==> config.mk <==
export PLATFORM = sky130hd
export DESIGN_NAME = dma_periph_fifo
export DESIGN_NICKNAME = d
export VERILOG_FILES = /design/src/rtl/dma_periph_fifo_pkg.sv /design/src/rtl/dma_periph_fifo_sync_fifo.sv /design/src/rtl/dma_periph_fifo.sv
export SDC_FILE = /design/constraint.sdc
export NUM_CORES = 1
export LEC_CHECK = 0
export BUFFER_PORTS_ARGS = -buffer_cell sky130_fd_sc_hd__buf_2
export CAP_MARGIN = 20
export CORE_MARGIN = 2
export CORE_UTILIZATION = 35
export DETAILED_ROUTE_END_ITERATION = 8
export GPL_TIMING_DRIVEN = 0
export PLACE_DENSITY = 0.48
export SLEW_MARGIN = 10
export SYNTH_ARGS = -nofsm -noshare
export SYNTH_HDL_FRONTEND = slang
export SYNTH_SLANG_ARGS = --single-unit
==> constraint.sdc <==
create_clock -name clk -period 6.2 [get_ports clk]
set_input_delay 0.93 -clock clk [delete_from_list [all_inputs] [get_ports clk]]
set_output_delay 0.93 -clock clk [all_outputs]
set_load 0.01 [all_outputs]
==> src/rtl/dma_periph_fifo_pkg.sv <==
// Shared definitions for the DMA peripheral FIFO: register offsets, AHB
// response/transfer encodings, state enums and the threshold clamp helper.
package dma_periph_pkg;

  // Register offsets, decoded from HAddr[3:2]
  localparam logic [1:0] OFF_DATA   = 2'd0;
  localparam logic [1:0] OFF_STATUS = 2'd1;
  localparam logic [1:0] OFF_CTRL   = 2'd2;
  localparam logic [1:0] OFF_RSVD   = 2'd3;

  // HResp encodings
  localparam logic [1:0] RESP_OKAY  = 2'b00;
  localparam logic [1:0] RESP_ERROR = 2'b01;

  // HTrans encodings
  localparam logic [1:0] HTRANS_IDLE   = 2'b00;
  localparam logic [1:0] HTRANS_BUSY   = 2'b01;
  localparam logic [1:0] HTRANS_NONSEQ = 2'b10;
  localparam logic [1:0] HTRANS_SEQ    = 2'b11;

  // DMA request handshake states
  typedef enum logic [1:0] {
    REQ_IDLE,
    REQ_ASSERT,
    REQ_ACK
  } req_state_e;

  // Data-phase response: first (or only) cycle, or tail of a two-cycle ERROR
  typedef enum logic {
    RSP_FIRST,
    RSP_ERR_TAIL
  } rsp_state_e;

  // Threshold of 0 becomes 1; anything above the FIFO depth becomes the depth
  function automatic logic [7:0] clamp_thresh(input logic [7:0] val,
                                              input logic [7:0] max_lvl);
    if (val == 8'd0) return 8'd1;
    if (val > max_lvl) return max_lvl;
    return val;
  endfunction

endpackage

==> src/rtl/dma_periph_fifo_sync_fifo.sv <==
// Synchronous single-clock FIFO with combinational head, full/empty flags and
// an occupancy counter one bit wider than the pointers. Bus-agnostic.
module sync_fifo #(
  parameter int DEPTH = 16,
  parameter int WIDTH = 32
) (
  input  logic                     clk,
  input  logic                     rst,
  input  logic                     push,
  input  logic                     pop,
  input  logic [WIDTH-1:0]         wdata,
  output logic [WIDTH-1:0]         head,
  output logic                     full,
  output logic                     empty,
  output logic [$clog2(DEPTH):0]   level
);

  localparam int AW = $clog2(DEPTH);
  localparam logic [AW:0] FULL_LVL = DEPTH[AW:0];

  logic [WIDTH-1:0] mem [DEPTH];
  logic [AW-1:0]    wr_ptr;
  logic [AW-1:0]    rd_ptr;
  logic             push_ok;
  logic             pop_ok;

  assign full    = (level == FULL_LVL);
  assign empty   = (level == '0);
  assign push_ok = push && !full;
  assign pop_ok  = pop && !empty;
  assign head    = mem[rd_ptr];

  // Storage array; contents are don't-care until written, so not reset
  always_ff @(posedge clk) begin
    if (push_ok) mem[wr_ptr] <= wdata;
  end

  // Pointers wrap naturally modulo DEPTH; level tracks push/pop, unchanged on both
  always_ff @(posedge clk) begin
    if (rst) begin
      wr_ptr <= '0;
      rd_ptr <= '0;
      level  <= '0;
    end else begin
      if (push_ok) wr_ptr <= wr_ptr + 1'b1;
      if (pop_ok)  rd_ptr <= rd_ptr + 1'b1;
      case ({push_ok, pop_ok})
        2'b10:   level <= level + 1'b1;
        2'b01:   level <= level - 1'b1;
        default: level <= level;
      endcase
    end
  end

endmodule

==> src/rtl/dma_periph_fifo.sv <==
// AHB-Lite slave exposing a producer-fed FIFO as a read-only DATA register,
// with STATUS/CTRL registers and a DMA request handshake toward the DMAC.
// Optional feature macro DMA_PERIPH_WAIT_EN: an empty DATA read stalls with
// wait states until a word arrives instead of returning ERROR.
module dma_periph_fifo #(
  parameter int DEPTH  = 16,
  parameter int THRESH = 4
) (
  input  logic        clk,
  input  logic        rst,
  input  logic        HSel,
  input  logic [31:0] HAddr,
  input  logic [1:0]  HTrans,
  input  logic        HWrite,
  input  logic [31:0] HWData,
  input  logic        HReady,
  output logic [31:0] HRData,
  output logic        HReadyOut,
  output logic [1:0]  HResp,
  input  logic        in_valid,
  input  logic [31:0] in_data,
  output logic        in_ready,
  output logic        DmacReq,
  input  logic        ReqAck
);

  import dma_periph_pkg::*;

`ifdef DMA_PERIPH_WAIT_EN
  localparam bit WAIT_EN = 1'b1;
`else
  localparam bit WAIT_EN = 1'b0;
`endif

  localparam int         LW       = $clog2(DEPTH) + 1;
  localparam logic [7:0] DEPTH_8  = DEPTH[7:0];
  localparam logic [7:0] THRESH_8 = THRESH[7:0];

  // FIFO interface
  logic [LW-1:0] level;
  logic [7:0]    lvl8;
  logic [31:0]   head;
  logic          full;
  logic          empty;
  logic          push;
  logic          pop;

  // Address phase captured into the data phase
  logic          addr_hit;
  logic          vld_p1;
  logic          wr_p1;
  logic [1:0]    off_p1;
  rsp_state_e    rsp_state;

  // Control/status state
  logic          enable_q;
  logic          ovf_q;
  logic [7:0]    thresh_q;
  logic [31:0]   status_w;
  logic [31:0]   ctrl_w;

  // Data-phase decode results
  logic [31:0]   rdata_c;
  logic          ready_c;
  logic [1:0]    resp_c;
  logic          ctrl_wr;
  logic          err_start;

  // Request handshake
  req_state_e    req_state;
  logic          dmac_req_q;

  logic          unused_bits;

  sync_fifo #(
    .DEPTH (DEPTH),
    .WIDTH (32)
  ) u_fifo (
    .clk   (clk),
    .rst   (rst),
    .push  (push),
    .pop   (pop),
    .wdata (in_data),
    .head  (head),
    .full  (full),
    .empty (empty),
    .level (level)
  );

  assign push     = in_valid && !full;
  assign in_ready = !full;
  assign lvl8     = 8'(level);

  assign addr_hit = HSel && HReady &&
                    (HTrans != HTRANS_IDLE) && (HTrans != HTRANS_BUSY);

  assign status_w = {16'b0, lvl8, 5'b0, ovf_q, full, empty};
  assign ctrl_w   = {16'b0, thresh_q, 7'b0, enable_q};

  assign unused_bits = ^{HAddr[31:4], HAddr[1:0], HWData[30:16], HWData[7:1]};

  // Stage p0 -> p1: address phase registered into the data phase while the bus is ready
  always_ff @(posedge clk) begin
    if (rst) begin
      vld_p1 <= 1'b0;
      wr_p1  <= 1'b0;
      off_p1 <= OFF_DATA;
    end else if (HReady) begin
      vld_p1 <= addr_hit;
      wr_p1  <= HWrite;
      off_p1 <= HAddr[3:2];
    end
  end

  // Data-phase decode: read mux, pop, CTRL write strobe, ERROR start and stall
  always_comb begin
    rdata_c   = '0;
    ready_c   = 1'b1;
    resp_c    = RESP_OKAY;
    pop       = 1'b0;
    ctrl_wr   = 1'b0;
    err_start = 1'b0;
    if (rsp_state == RSP_ERR_TAIL) begin
      resp_c = RESP_ERROR;
    end else if (vld_p1) begin
      case (off_p1)
        OFF_DATA: begin
          if (wr_p1) begin
            err_start = 1'b1;
          end else if (!empty) begin
            rdata_c = head;
            pop     = 1'b1;
          end else if (WAIT_EN && enable_q) begin
            ready_c = 1'b0;
          end else begin
            err_start = 1'b1;
          end
        end
        OFF_STATUS: begin
          if (wr_p1) err_start = 1'b1;
          else       rdata_c   = status_w;
        end
        OFF_CTRL: begin
          if (wr_p1) ctrl_wr = 1'b1;
          else       rdata_c = ctrl_w;
        end
        default: rdata_c = '0;
      endcase
      if (err_start) begin
        ready_c = 1'b0;
        resp_c  = RESP_ERROR;
      end
    end
  end

  assign HRData    = rdata_c;
  assign HReadyOut = ready_c;
  assign HResp     = resp_c;

  // Stage p1 -> p2: an ERROR first cycle is always followed by its ready tail cycle
  always_ff @(posedge clk) begin
    if (rst) rsp_state <= RSP_FIRST;
    else     rsp_state <= err_start ? RSP_ERR_TAIL : RSP_FIRST;
  end

  // CTRL register and sticky overflow; a new overflow wins over a same-edge clear
  always_ff @(posedge clk) begin
    if (rst) begin
      enable_q <= 1'b0;
      thresh_q <= THRESH_8;
      ovf_q    <= 1'b0;
    end else begin
      if (ctrl_wr) begin
        enable_q <= HWData[0];
        thresh_q <= clamp_thresh(HWData[15:8], DEPTH_8);
        if (HWData[31]) ovf_q <= 1'b0;
      end
      if (in_valid && full) ovf_q <= 1'b1;
    end
  end

  // Request handshake FSM; DmacReq is registered and high only in REQ_ASSERT
  always_ff @(posedge clk) begin
    if (rst) begin
      req_state  <= REQ_IDLE;
      dmac_req_q <= 1'b0;
    end else if (!enable_q) begin
      req_state  <= REQ_IDLE;
      dmac_req_q <= 1'b0;
    end else begin
      case (req_state)
        REQ_IDLE: begin
          if (lvl8 >= thresh_q) begin
            req_state  <= REQ_ASSERT;
            dmac_req_q <= 1'b1;
          end
        end
        REQ_ASSERT: begin
          if (ReqAck) begin
            req_state  <= REQ_ACK;
            dmac_req_q <= 1'b0;
          end
        end
        REQ_ACK: begin
          if (!ReqAck) req_state <= REQ_IDLE;
        end
        default: begin
          req_state  <= REQ_IDLE;
          dmac_req_q <= 1'b0;
        end
      endcase
    end
  end

  assign DmacReq = dmac_req_q;

endmodule

==> flow_summary.toml, run 1 <==
[sta]
rsz0062_at_grt = "false"
min_period_ns = 4.483
fmax_ghz = 0.2231
period_share_pct = 72.31
worstMarginPinSlew_ns = 1.009
setup_viol = 0
skew_ns = 0.02375
max_slew_margin_pct = 32.71
slew_viol_final = 0
hold_viol_final = 0

[logic_synthesis]
synthTopCellsByCount = "edfxtp_1 (512), mux4_2 (149), nor2_1 (43)"
synth_top_family_by_area = "multiplexers"
ys_types = 55
async_flop_share_pct = 0
synth_area_leaders = "edfxtp_1 (72%), mux4_2 (16%), dfxtp_1 (3.3%)"
ys.flop_type = "edfxtp_1"
yosys_register_bits = 547
synth_edf_count = 512
synthAdderAreaFrac_pct = 0.7580
yosysWarnings = 0
synth.area.mux_share_pct = 16.75
synthSimpleGateAreaFrac_pct = 3.487
yosys.area.top_type = "edfxtp_1"
syn_area_per_cell_um2 = 21.00
seq_area_frac_synth_pct = 74.91
syn-instance-count = 1022
synth_area_mm2 = 0.02146
synth_xor_area_share_pct = 0.3673
yosysMostFrequentCell = "edfxtp_1"
yosysTopAreaCellShare_pct = 71.65
synth_nets = 1140
synth_compound_area_share_pct = 2.204

[clock_tree]
cts-root-buf = "clkbuf_16"
cts_setup_buffers = 0
holdBufCountCts = 0
numClockSinks = 547
clk_pin_slew_worst_paths_ns = 0.06
cts_resized = 0
cts_buffer_depth = 3
cts_tree = "yes"
cts_max_level = 2
clock_latency_ns = 0.62
cts_buffers = 56

[global_routing]
antenna_found_initial = 4
grt_max_degree = 20
grt.overflow.total = 0
grt_pass1_vias = 11180
grt_pass1_wl_um = 78250
track_usage_pct = 17.33

[detailed_routing]
routed_wl_um = 54040
drcViolationCount = 0
via_per_inst = 5.211
drtAntennaViolNets = 0
drtPass1Iterations = 4
first_iter_violations = 868
routedWlPerCell_um = 26.57
vias = 10600

[pwr]
p_comb_share_pct = 4.3
switching_share_pct = 20.94
power.share.sequential_pct = 53.4
pwr-share-clk_pct = 42.4
p_sw_mw = 1.613
p_total_mw = 7.705
peakVddDrop_mv = 0.2115
p_leak_nw = 8.031
p_per_area_mw_per_mm2 = 303.3
power.internal_mw = 6.092

[hold_path]
hp-class = "reg -> reg"

[placed_design]
port_buffers = 86
place.gp.congestion = 0.7703
hpwl_um = 35510

[final_layout]
utilization_pct = 42.01
final_nets = 1323
syn_to_final_growth_pct = 18.39
drive_above_1_share_pct = 32.53

[setup_path]
crit_arrival_ns = 3.55
critPathMaxStageDelay_ns = 0.63
start_kind = "flip-flop"
cp-end-kind = "primary output"
crit_family = "buffers and inverters"
worstPathRequired_ns = 5.27
worst_path_most_repeated_cell = "buf_2"
path_cells = "buf_2 -> buf_2 -> buf_1 -> mux4_2 -> mux2i_1 -> nor2_1 -> a21oi_1 -> o22ai_1 -> buf_2"
cp.buffers_inverters = 4
slowest_stage = "buf_1"
critPathKind = "reg -> out"
crit_fanout = 10

[die]
die_area_mm2 = 0.06331
die_h_um = 251.6
core_mm2 = 0.06047
start_util_pct = 35.49
rows = 90
die_w_um = 251.6
io_pins = 142

[flow_run]
drv_cap = 0

[run_status]
outcome = "completed"
-- state kept, by name (all words and copies together) (netlist names), named ones only --
register,cells
u_fifo.mem,512
thresh_q,8
u_fifo.level,5
u_fifo.rd_ptr,4
u_fifo.wr_ptr,4
off_p1,2
req_state,2
DmacReq,1
enable_q,1
ovf_q,1
rsp_state,1
vld_p1,1
wr_p1,1
-- power groups by stage --
stage | combinational [mW] | clock, mW | sequential (mW)
floorplan | 0.177 | 0 | 4.19
global placement | 0.308 | 0 | 4.20
detailed placement | 0.334 | 0 | 4.19
CTS | 0.335 | 3.34 | 4.11
global route | 0.360 | 3.48 | 4.12
finish | 0.329 | 3.26 | 4.11
-- worst min-delay path, stage by stage, from the launching register on --
cell and delay [ns]:
dfxtp_1 0.32, nand2_1 0.06, a21oi_1 0.05
-- routing by layer --
| metal | up-vias | part of all wire, % | track usage (%) |
|---|---|---|---|
| met5 | - | 0.067 | 0 |
| met4 | 6 | 1.8 | 4.201 |
| met3 | 75 | 4.6 | 3.229 |
| met2 | 244 | 50 | 29.36 |
| met1 | 5663 | 44 | 23.17 |
| li1 | 4612 | - | - |
-- through the flow --
step	setup slack, ns	instance area, µm²	instances	hold slack, ns	setup TNS [ns]
5_1_grt	1.570	25400	2033	0.4911	0
2_1_floorplan	2.107	21460	1022	0.4366	0
4_1_cts	1.617	25390	2032	0.4646	0
3_3_place_gp	-1.934	22870	1890	0.4579	-194.90
6_report	1.717	25410	2034	0.4805	0
3_5_place_dp	2.286	23630	1928	0.4561	0
-- worst paths after layout --
check                  start         endpoint  slack (ns)  depth (start not counted)
max                flip-flop       HRData[12]        1.72                          9
min              thresh_q[0]      thresh_q[0]        0.48                          2
max reg2reg  u_fifo.level[1]  u_fifo.level[4]        2.51                         10
min reg2reg      thresh_q[0]      thresh_q[0]        0.48                          2
-- final cells by class --
cell class / instances / area [µm²]
Sequential cell: 547 / 16080
Clock buffer: 77 / 1553
Multi-Input combinational cell: 406 / 5171
Buffer: 57 / 277.8
Tap cell: 782 / 978.4
Timing Repair Buffer: 125 / 1094
Inverter: 12 / 45.04
Fill cell: 5276 / 35060
Antenna cell: 1 / 2.502
Clock inverter: 27 / 209.0
-- cells by family (layout without fill, tap and decap cells) --
group / count (synthesis) / in the layout
AOI/OAI and AO/OA: 71 / 71
xor gates and xnor gates: 9 / 9
adders and majority gates: 13 / 13
buffers and inverters: 69 / 298
DFF: 547 / 547
muxes: 172 / 172
other: 1 / 2
and+or+nand+nor: 140 / 140
-- cell usage in the layout (no fill, tap or decap), types with 4 or more instances in the layout --
cell,count
a211oi_1,6
a21oi_1,28
a22oi_1,5
buf_12,9
buf_16,11
buf_2,110
buf_4,19
buf_6,5
clkbuf_1,38
clkbuf_16,58
clkinv_1,15
clkinv_2,6
dfxtp_1,35
edfxtp_1,512
ha_1,13
inv_1,12
mux2_2,7
mux2i_1,16
mux4_2,149
nand2_1,19
nand2b_1,5
nand3_1,8
nor2_1,31
nor2_4,12
nor2b_1,31
nor3_2,4
nor3b_1,5
nor4_1,4
o21ai_0,7
o22ai_1,5
xor2_1,6
Note: power is estimated with default switching activity, not from simulation.
==> run 2, diff against run 1 <==
- PLACE_DENSITY: 0.48 -> 0.5
- clock period: 6.2 -> 3.9 ns (I/O delays scaled with it)
==> run 2 against run 1 <==
- global-route usage about the same
- hold slack lost 0.27 ns
- highest routed layer unchanged
- via count rose by 0.49%
- critical endpoint is now HRData[0]
- first-iteration DRC count increased by 1.8%
- core utilization is 0.14 points higher
- largest cell class unchanged
- critical path type unchanged
==> flow_summary.toml, run 2 (same netlist as run 1, synthesis figures left out) <==
[sta]
rsz0062_at_grt = "false"
tns_ns = 0
whs_ns = 0.2106
setup_viol = 0
setup_slack_ns = 0.1517
max_slew_margin_pct = 31.27
period_share_pct = 96.11
min_period_ns = 3.748
hold_viol_final = 0
slew_viol_final = 0
worstMarginPinSlew_ns = 1.031
fmax_ghz = 0.2668
skew_ns = 0.02060

[setup_path]
worstPathRequired_ns = 3.31
crit_fanout = 10
start_kind = "flip-flop"
critPathKind = "reg -> out"
critPathMaxStageDelay_ns = 0.56
cp-end-kind = "primary output"
worstReg2RegStart = "u_fifo.level[1]"
crit_arrival_ns = 3.16
slowest_stage = "mux4_2"
path_cells = "buf_6 -> buf_2 -> mux4_2 -> mux2_2 -> o21ai_0 -> o21ai_0 -> buf_2"

[clock_tree]
cts_buffer_depth = 3
clock_latency_ns = 0.62
cts_tree = "yes"
holdBufCountCts = 0
clk_pin_slew_worst_paths_ns = 0.06
numClockSinks = 547
cts_resized = 13
cts_setup_buffers = 0
cts-root-buf = "clkbuf_16"
cts_max_level = 2
cts_buffers = 57

[detailed_routing]
routed_wl_um = 53850
drtAntennaViolNets = 0
drcViolationCount = 0
routedWlPerCell_um = 26.45
drtPass1Iterations = 5
vias = 10650
via_per_inst = 5.232
first_iter_violations = 884

[placed_design]
dpl_worst_slack_ns = 0.1241
dp.cells = 1930
place.gp.congestion = 0.7640
hpwl_um = 35130
port_buffers = 86

[pwr]
p_leak_nw = 8.066
peakVddDrop_mv = 0.3523
switching_share_pct = 20.96
p_sw_mw = 2.576
pwr-share-clk_pct = 42.5
p_comb_share_pct = 4.3
power.internal_mw = 9.714
p_total_mw = 12.29
power.share.sequential_pct = 53.2
p_per_area_mw_per_mm2 = 482.2

[die]
die_area_mm2 = 0.06331
core_mm2 = 0.06047
io_pins = 142
start_util_pct = 35.49
die_w_um = 251.6
rows = 90
die_h_um = 251.6

[global_routing]
antenna_found_initial = 3
grt_pass1_vias = 11080
track_usage_pct = 17.34
grt.overflow.total = 0
grt_pass1_wl_um = 78770
grt_max_degree = 20

[final_layout]
final_cell_mix = "edfxtp_1 (512), mux4_2 (149), buf_2 (109)"
largest_register_ffs = 512
drive_above_1_share_pct = 33.68
final_nets = 1325
final_common_cell = "edfxtp_1"
fin_cells = 2036
reg.largest.list = "u_fifo.mem x512, thresh_q x8, u_fifo.level x5"
syn_to_final_growth_pct = 18.77
regMostFlops = "u_fifo.mem"

[hold_path]
hold_path_startpoint = "HWData[0]"
hp-class = "in -> reg"

[run_status]
outcome = "completed"

[flow_run]
drv_cap = 0
[run 2: cell count changes in the layout (fill, tap and decap cells not counted), moves of 2 or more]
cell	delta
clkbuf_1	-3
clkbuf_8	-3
buf_8	-3
clkbuf_2	+6
buf_4	+3
buf_1	-3
a21oi_1	-6
buf_6	+2
a21oi_2	+6
[run 2: critical path: cells and delay by family, from the launching register on]
kind / cells / cell delay (ns)
compound gates: 2 / 0.61
buf+inv: 3 / 0.75
mux: 2 / 0.83
flops: 1 / 0.36
[run 2: final cells by class]
class                           count  area, µm²
Multi-Input combinational cell    406       5209
Buffer                             57      309.0
Clock inverter                     28      256.5
Inverter                           12      45.04
Clock buffer                       77       1523
Timing Repair Buffer              126       1090
Tap cell                          782      978.4
Antenna cell                        1      2.502
Sequential cell                   547      16080
Fill cell                        5277      34980
[run 2: power by group through the flow]
stage          combinational, mW  sequential (mW)  clock, mW
2_1_floorplan              0.281             6.66          0
3_3_place_gp               0.490             6.67          0
3_5_place_dp               0.535             6.66          0
4_1_cts                    0.539             6.54       5.37
5_1_grt                    0.585             6.54       5.59
6_report                   0.531             6.54       5.22
[run 2: routing by layer]
layer	wire, µm	GRT usage, %
met1	24480	24.47
met2	25780	27.85
met3	2449	2.806
met4	1115	5.051
met5	20	0
[run 2: path summary, 6_finish.rpt]
path	to	slack (ns)	cells after the start
max	HRData[0]	0.15	7
min	enable_q	0.21	3
max reg2reg	u_fifo.level[4]	0.25	10
min reg2reg	ovf_q	0.47	2
[run 2: per-stage QoR]
stage / cell area (µm²) / utilization (%)
floorplan: 21460 / -
global placement: 22870 / 37.82
detailed placement: 23640 / 39.09
CTS: 25450 / 42.09
global route: 25490 / 42.15
finish: 25490 / 42.15
==> run 3, diff against run 2 <==
- clock period: 3.9 -> 3.2 ns (I/O delays scaled with it)
==> run 3 against run 2 <==
- first-iteration DRC count up 3.7%
- clock skew up 0.010 ns
- power is 23% higher
- core utilization up 1.1 points
- combinational power is 36% higher
- sequential cell count is the same
- critical path depth did not move
- hold slack worse by 0.081 ns
- non-clock buffer count is 1 higher
==> flow_summary.toml, run 3 (same netlist as run 1, synthesis figures left out) <==
[hold_path]
hp-class = "in -> reg"
hold_path_startpoint = "HWrite"
hold_end = "wr_p1"
hold_depth = 3

[sta]
skew_ns = 0.03097
slew_viol_final = 0
max_slew_margin_pct = 43.85
fmax_ghz = 0.3145
whs_ns = 0.1297
setup_viol = 0
rsz0062_at_grt = "true"
min_period_ns = 3.180
hold_viol_final = 0
tns_ns = 0
period_share_pct = 99.38
worstMarginPinSlew_ns = 0.8402
setup_slack_ns = 0.01999

[setup_path]
cp-end-kind = "primary output"
r2r_cells = 12
path_cells = "buf_8 -> buf_8 -> mux4_2 -> mux2_2 -> a21oi_4 -> o32ai_1 -> buf_2"
crit_family = "multiplexers"
crit_fanout = 10
r2r_slack_ns = 0.14
slowest_stage = "mux4_2"
worst_path_most_repeated_cell = "buf_8"
crit_arrival_ns = 2.70
critPathMaxStageDelay_ns = 0.52
critPathKind = "reg -> out"
worstPathRequired_ns = 2.72
cp.buffers_inverters = 3
rr_endpoint = "u_fifo.level[4]"
worstReg2RegStart = "u_fifo.level[1]"
start_kind = "flip-flop"

[pwr]
p_total_mw = 15.13
power.share.sequential_pct = 52.7
switching_share_pct = 21.14
p_sw_mw = 3.198
power.internal_mw = 11.93
p_comb_share_pct = 4.8
pwr-share-clk_pct = 42.6
p_per_area_mw_per_mm2 = 578.3
peakVddDrop_mv = 0.4932
p_leak_nw = 8.219

[clock_tree]
cts_buffer_depth = 3
cts-root-buf = "clkbuf_16"
cts_tree = "yes"
clock_latency_ns = 0.63
cts_max_level = 2
cts_buffers = 58
holdBufCountCts = 0
clk_pin_slew_worst_paths_ns = 0.06
numClockSinks = 547

[global_routing]
antenna_found_initial = 5
grt_pass1_wl_um = 78110
grt.overflow.total = 0
track_usage_pct = 17.29
grt_pass1_vias = 10980
grt_max_degree = 19

[detailed_routing]
vias = 10700
first_iter_violations = 917
via_per_inst = 5.260
routed_wl_um = 53780
drcViolationCount = 0
drtAntennaViolNets = 0
drtPass1Iterations = 5
routedWlPerCell_um = 26.44

[final_layout]
final_cell_mix = "edfxtp_1 (512), mux4_2 (149), buf_2 (86)"
postLayoutCellArea_mm2 = 0.02616
syn_to_final_growth_pct = 21.89
fillers = 5208
reg.largest.list = "u_fifo.mem x512, thresh_q x8, u_fifo.level x5"
regMostFlops = "u_fifo.mem"
final_common_cell = "edfxtp_1"
antenna_cells = 0
fin_cells = 2034
final_nets = 1327
utilization_pct = 43.26
largest_register_ffs = 512
drive_above_1_share_pct = 36.74

[placed_design]
dpl_cell_area_mm2 = 0.02359
dpl_worst_slack_ns = -0.4739
dp.cells = 1919
place.gp.congestion = 0.7570
hpwl_um = 34070
port_buffers = 86

[die]
die_area_mm2 = 0.06331
die_w_um = 251.6
rows = 90
die_h_um = 251.6
start_util_pct = 35.49
core_mm2 = 0.06047
io_pins = 142

[flow_run]
drv_cap = 0

[run_status]
outcome = "completed"
## run 3: cell count changes in the layout (fill, tap and decap cells not counted), sizes merged
cell	change
diode	-1
clkdlybuf4s15	-2
clkinv	+5
buf	+5
clkbuf	-9
## run 3: layout make-up
type | count | area (µm²) | area share, %
flip-flops and latches | 547 | 16080 | 61.47
multi-input cells | 406 | 5431 | 20.76
clock buffers | 70 | 1516 | 5.797
repair buffers | 128 | 1201 | 4.592
well taps | 782 | 978.4 | 3.741
plain buffers | 56 | 605.6 | 2.315
clock inverters | 33 | 297.8 | 1.138
inverters | 12 | 47.55 | 0.1818
## run 3: worst reg2reg max path, delay by kind of cell, from the launching register on
kind	cells	cell delay (ns)
compound gates	3	0.65
simple gates	3	1.03
fa+ha+maj	2	0.42
flops	1	0.32
buf+inv	3	0.35
xor+xnor	1	0.16
## run 3: what timing repair did
item                       4_1_cts  5_1_grt
gates resized for setup        143       32
setup buffers                   10        1
gates cloned                     2        0
pin swaps                        5        5
setup endpoints to repair       33       32
hold endpoints to repair         0        0
## run 3: metal layers
layer / track usage, % / part of all wire (%) / vias to the layer above
met5: 0 / 0.11 / -
met4: 4.677 / 2.0 / 8
met3: 2.992 / 4.8 / 80
met2: 27.89 / 49 / 281
met1: 24.31 / 45 / 5710
li1: - / - / 4619
## run 3: worst max path at each step
stage	start	end	slack (ns)	cells past startpoint
floorplan	u_fifo.level[1]	u_fifo.level[4]	0.05	10
global placement	u_fifo.level[2]	u_fifo.mem[14][16]	-2.45	5
detailed placement	u_fifo.level[1]	u_fifo.level[4]	-0.47	10
CTS	flip-flop	HRData[4]	-0.04	6
global route	flip-flop	HRData[21]	-0.07	6
finish	flip-flop	HRData[1]	0.02	7
## run 3: power by group through the flow
stage / combinational, mW / clock (mW) / sequential (mW)
after global routing: 0.784 / 6.85 / 7.98
after detailed placement: 0.658 / 0 / 8.12
after CTS: 0.724 / 6.58 / 7.97
after floorplan: 0.344 / 0 / 8.11
final: 0.720 / 6.44 / 7.97
after global placement: 0.597 / 0 / 8.12
